===== src/rtl/ram8_port_arbiter.sv =====
`default_nettype none
// ============================================================================
// Module      : ram8_port_arbiter
// Description : Round-robin two-port arbiter in front of a single-ported
//               8-word RAM8 bank. Each transfer walks IDLE -> ACCESS -> DONE
//               and completes with a one-cycle ack to the owning port.
// Revision    : 1.0  initial release
// ============================================================================
module ram8_port_arbiter #(
    parameter int WIDTH  = 16,
    parameter int ADDR_W = 3     // the RAM8 bank is 8 words; only 3 is supported
) (
    input  logic              clk,
    input  logic              rst_n,
    input  logic              req0,
    input  logic              we0,
    input  logic [ADDR_W-1:0] addr0,
    input  logic [WIDTH-1:0]  wdata0,
    output logic              ack0,
    output logic [WIDTH-1:0]  rdata0,
    input  logic              req1,
    input  logic              we1,
    input  logic [ADDR_W-1:0] addr1,
    input  logic [WIDTH-1:0]  wdata1,
    output logic              ack1,
    output logic [WIDTH-1:0]  rdata1,
    output logic              mem_load,
    output logic [ADDR_W-1:0] mem_addr,
    output logic [WIDTH-1:0]  mem_in,
    input  logic [WIDTH-1:0]  mem_out,
    output logic              busy
);

    localparam logic [1:0] c_IDLE   = 2'd0;
    localparam logic [1:0] c_ACCESS = 2'd1;
    localparam logic [1:0] c_DONE   = 2'd2;

    logic [1:0]        r_state;
    logic [1:0]        w_state_next;
    logic              r_owner;
    logic              r_we_q;
    logic              r_last;
    logic              r_mem_load;
    logic [ADDR_W-1:0] r_mem_addr;
    logic [WIDTH-1:0]  r_mem_in;
    logic              r_ack0;
    logic              r_ack1;
    logic [WIDTH-1:0]  r_rdata0;
    logic [WIDTH-1:0]  r_rdata1;

    logic              w_grant;
    logic              w_grant_port;
    logic              w_sel_we;
    logic [ADDR_W-1:0] w_sel_addr;
    logic [WIDTH-1:0]  w_sel_wdata;
    logic [WIDTH-1:0]  w_ret_data;

    // Round-robin pick: on a conflict the port that did not win last time goes
    always_comb begin
        w_grant      = req0 | req1;
        w_grant_port = (req0 & req1) ? ~r_last : req1;
    end

    // Next-state: fixed three-cycle walk, arbitration only in IDLE
    always_comb begin
        w_state_next = r_state;
        case (r_state)
            c_IDLE:   if (w_grant) w_state_next = c_ACCESS;
            c_ACCESS: w_state_next = c_DONE;
            c_DONE:   w_state_next = c_IDLE;
            default:  w_state_next = c_IDLE;
        endcase
    end

    // Output selection: granted port's command and the data returned on completion
    always_comb begin
        w_sel_we    = w_grant_port ? we1    : we0;
        w_sel_addr  = w_grant_port ? addr1  : addr0;
        w_sel_wdata = w_grant_port ? wdata1 : wdata0;
        // A write echoes the committed word; a read takes the bank's mux output
        w_ret_data  = r_we_q ? r_mem_in : mem_out;
    end

    // State register
    always_ff @(posedge clk) begin
        if (!rst_n) begin
            r_state <= c_IDLE;
        end else begin
            r_state <= w_state_next;
        end
    end

    // Registered bank drive, grant bookkeeping and per-port responses
    always_ff @(posedge clk) begin
        if (!rst_n) begin
            r_owner    <= 1'b0;
            r_we_q     <= 1'b0;
            r_last     <= 1'b1;
            r_mem_load <= 1'b0;
            r_mem_addr <= '0;
            r_mem_in   <= '0;
            r_ack0     <= 1'b0;
            r_ack1     <= 1'b0;
            r_rdata0   <= '0;
            r_rdata1   <= '0;
        end else begin
            case (r_state)
                c_IDLE: begin
                    if (w_grant) begin
                        r_owner    <= w_grant_port;
                        r_last     <= w_grant_port;
                        r_we_q     <= w_sel_we;
                        r_mem_load <= w_sel_we;
                        r_mem_addr <= w_sel_addr;
                        r_mem_in   <= w_sel_wdata;
                    end
                end
                c_ACCESS: begin
                    // The write lands in the bank on this edge; load must drop now
                    r_mem_load <= 1'b0;
                    if (r_owner) begin
                        r_rdata1 <= w_ret_data;
                        r_ack1   <= 1'b1;
                    end else begin
                        r_rdata0 <= w_ret_data;
                        r_ack0   <= 1'b1;
                    end
                end
                c_DONE: begin
                    r_ack0 <= 1'b0;
                    r_ack1 <= 1'b0;
                end
                default: begin
                    r_mem_load <= 1'b0;
                    r_ack0     <= 1'b0;
                    r_ack1     <= 1'b0;
                end
            endcase
        end
    end

    assign mem_load = r_mem_load;
    assign mem_addr = r_mem_addr;
    assign mem_in   = r_mem_in;
    assign ack0     = r_ack0;
    assign ack1     = r_ack1;
    assign rdata0   = r_rdata0;
    assign rdata1   = r_rdata1;
    assign busy     = (r_state != c_IDLE);

endmodule
`default_nettype wire


===== config.mk =====
export PLATFORM = sky130hd
export DESIGN_NAME = ram8_port_arbiter
export DESIGN_NICKNAME = d
export VERILOG_FILES = /design/src/rtl/ram8_port_arbiter.sv
export SDC_FILE = /design/constraint.sdc
export NUM_CORES = 1
export LEC_CHECK = 0
export ABC_AREA = 0
export BUFFER_PORTS_ARGS = -buffer_cell sky130_fd_sc_hd__buf_2
export CAP_MARGIN = 20
export CORE_MARGIN = 2
export CORE_UTILIZATION = 40
export CTS_CLUSTER_SIZE = 10
export DETAILED_ROUTE_END_ITERATION = 12
export PLACE_DENSITY = 0.65
export REMOVE_ABC_BUFFERS = 1
export SYNTH_ARGS = -nofsm -noshare
export SYNTH_HDL_FRONTEND = slang
export SYNTH_SLANG_ARGS = --single-unit

===== constraint.sdc =====
create_clock -name clk -period 2.25 [get_ports clk]
set_clock_uncertainty 0.2 [all_clocks]
set_input_delay 0.45 -clock clk [delete_from_list [all_inputs] [get_ports clk]]
set_output_delay 0.45 -clock clk [all_outputs]
set_load 0.05 [all_outputs]

==> impl_metrics.sql <==
INSERT INTO impl_metrics (metric_group, metric, value, unit) VALUES
('run_status', 'run_status', 'completed', ''),
('power', 'power.switching', '1040', 'uW'),
('cells_and_area', 'fillers', '632', ''),
('power', 'power_density_of_the_placed_cells', '869', 'mW/mm^2'),
('worst_setup_path', 'cell_family_with_most_cp_delay', 'flip-flops', ''),
('floorplan', 'die-area', '0.00715', 'sq mm'),
('floorplan', 'num_rows', '29', ''),
('global_routing', 'grt_first_pass_wirelength', '11000', 'um'),
('power', 'leakagePower', '0.00151', 'uW'),
('route', 'first_iter_violations', '99', ''),
('power', 'power.internal', '1910', 'uW'),
('power', 'power.sequential.fraction', '40.6', '%'),
('cts', 'hold_bufs_inserted_after_cts', '0', ''),
('power', 'power.share.combinational', '27.4', '%'),
('worst_setup_path', 'critical_path.endpoint_type', 'primary output', ''),
('placement', 'dp_worst_setup_slack', '0.367', 'ns'),
('run', 'cap_viol_max_count', '0', ''),
('route', 'num_vias', '2336', ''),
('placement', 'numPortBuffers', '114', ''),
('timing', 'setup_ws', '0.406', 'ns'),
('timing', 'hold_violations', '0', ''),
('route', 'via_per_inst', '5.06', ''),
('timing', 'maxSlewViolCount', '0', ''),
('yosys', 'ys_top_cells_by_area', 'sky130_fd_sc_hd__dfxtp_1 45%, sky130_fd_sc_hd__a211oi_2 14%, sky130_fd_sc_hd__mux2i_1 6.6%', ''),
('yosys', 'synth_top_cell_area_share', '45.5', '%'),
('route', 'total_routed_length', '6800', 'um'),
('cts', 'clk-insertion-delay-late', '0.33', 'ns'),
('worst_setup_path', 'critical_path.slowest_cell', 'sky130_fd_sc_hd__dfxtp_1', ''),
('route', 'wire_per_inst', '14.7', 'um'),
('worst_setup_path', 'critical_path.max_stage_delay', '0.48', 'ns'),
('global_routing', 'grt.overflow.total', '0', ''),
('yosys', 'netlist_instances', '269', ''),
('floorplan', 'initial_utilization', '41.1', '%'),
('route', 'drtPass1Iterations', '5', ''),
('yosys', 'seq_area_frac_synth', '45.5', '%'),
('timing', 'timing.hold.ws', '0.148', 'ns'),
('timing', 'grt_setup_unrepaired', 'false', ''),
('route', 'route.detailed.drc', '0', ''),
('global_routing', 'global_route.usage.total', '19.4', '%'),
('cts', 'cts_setup_buffers', '0', ''),
('worst_setup_path', 'critPathBufInv', '2', ''),
('yosys', 'syn_avg_cell_area', '9.66', 'sq um'),
('cts', 'cts-htree-levels', '3', ''),
('worst_setup_path', 'worst-endpoint-arrival', '1.19', 'ns'),
('cells_and_area', 'final_nets', '440', ''),
('cells_and_area', 'final_layout_size_suffix_gt1_share', '46.8', '%'),
('worst_setup_path', 'start_kind', 'flip-flop', ''),
('worst_hold_path', 'path_type_of_the_worst_min_delay_path', 'in2reg', ''),
('route', 'drtAntennaViolNets', '0', ''),
('floorplan', 'floorplan.die.width', '84.6', 'um'),
('global_routing', 'vias_in_the_first_global_route', '2159', ''),
('global_routing', 'antenna_violations_before_repair', '0', ''),
('yosys', 'yosys.area.top_type', 'sky130_fd_sc_hd__dfxtp_1', ''),
('yosys', 'synth_seq_cells', '59', ''),
('floorplan', 'core_area', '0.00631', 'sq mm'),
('timing', 'fin_crit', '1.84', 'ns'),
('cells_and_area', 'insertedDiodeCount', '0', ''),
('placement', 'placement.cell_area', '0.00320', 'sq mm'),
('worst_setup_path', 'worst-path-max-fanout', '5', ''),
('timing', 'min_period_over_period', '82.0', '%'),
('cts', 'tritoncts_clock_tree', 'built', ''),
('global_routing', 'grt_max_degree', '32', ''),
('power', 'power.switching_fraction', '35.3', '%'),
('yosys', 'synth.lib_cells_used.distinct', '26', ''),
('timing', 'finalSetupViolCount', '0', ''),
('cts', 'path_clk_slew', '0.07', 'ns'),
('cts', 'tritoncts.num_buffers', '9', ''),
('cts', 'cts_buffer_depth', '2', ''),
('timing', 'tightestPinTransition', '0.848', 'ns'),
('worst_setup_path', 'cp_cell_sequence', 'nor2_4 -> inv_2 -> buf_2', ''),
('yosys', 'syn-cell-area', '0.00260', 'sq mm');
==> Yosys cell counts (all sizes together) <==
cell	number
a21bo	1
a311oi	19
and3b	1
o21ai	2
or2	1
mux2i	17
a21oi	24
clkbuf	4
a211oi	33
o32ai	1
inv	4
nor3b	1
a21boi	1
nor2	38
nand2	40
buf	20
and3	2
nand3	1
dfxtp	59
==> state kept, by name, summed over array words and instances (netlist names) <==
register and flops:
ack0 1, ack1 1, mem_addr 3, mem_in 16, mem_load 1, r_last 1, r_owner 1, r_state 2
r_we_q 1, rdata0 16, rdata1 16
==> path summary, 6_finish.rpt <==
path / start / end / slack [ns] / cells past startpoint
worst min-delay path: rst_n / r_last / 0.15 / 2
worst max register to register: r_state[1] / mem_in[3] / 0.47 / 4
worst max-delay path: r_state[1] / busy / 0.41 / 3
worst min register to register: mem_load / mem_load / 0.28 / 2
==> layout by cell type, fill, tap and decap left out, types with 2 or more instances in the layout <==
master,synthesis,layout
sky130_fd_sc_hd__buf_2,11,114
sky130_fd_sc_hd__dfxtp_1,59,59
sky130_fd_sc_hd__nand2_1,40,40
sky130_fd_sc_hd__nor2_1,34,33
sky130_fd_sc_hd__a211oi_2,29,29
sky130_fd_sc_hd__a21oi_1,24,24
sky130_fd_sc_hd__a311oi_1,19,19
sky130_fd_sc_hd__mux2i_1,17,17
sky130_fd_sc_hd__clkbuf_8,0,10
sky130_fd_sc_hd__buf_4,2,9
sky130_fd_sc_hd__nor2_2,3,4
sky130_fd_sc_hd__a211oi_1,4,4
sky130_fd_sc_hd__clkinv_2,0,3
sky130_fd_sc_hd__inv_2,2,2
sky130_fd_sc_hd__inv_1,2,2
sky130_fd_sc_hd__and3_1,2,2
sky130_fd_sc_hd__o21ai_0,2,2
==> power by group through the flow <==
stage	Clock [uW]	Combinational (uW)	Sequential, uW
after floorplan	0	287	1510
after global placement	0	803	1220
after detailed placement	0	813	1220
after CTS	965	813	1200
after global routing	1010	867	1210
final	947	808	1200
==> cells by family after synthesis <==
logic type	Yosys count	share of synthesized area, %
AOI/OAI and AO/OA	81	27.6
muxes	17	6.55
and+or+nand+nor	84	13.8
buffers and inverters	28	6.60
DFF	59	45.5
==> through the flow <==
step	total power, uW	std cells	utilization (%)
floorplan	1800	245	-
global placement	2020	446	50.7
detailed placement	2030	446	50.7
CTS	2980	462	53.8
global route	3080	462	53.8
finish	2950	462	53.8
==> per-layer routing <==
metal / global-route usage (%) / share of wire [%] / vias to the layer above
met2: 30.2 / 44 / 87
met4: 8.08 / 1.9 / 0
met1: 25.7 / 47 / 1051
met5: 0 / 0 / -
li1: - / - / 1188
met3: 4.62 / 6.6 / 10
==> final cells by class <==
cell class              count  area [sq um]  share of cell area [%]
clock buffers              11           141                    4.16
clock inverters             5          52.6                    1.55
inverters                   4          15.0                   0.442
multi-input cells         182          1250                    36.9
flip-flops and latches     59          1180                    34.8
well taps                  77          96.3                    2.84
repair buffers            124           658                    19.4
Power figures use the tool's default switching activity.
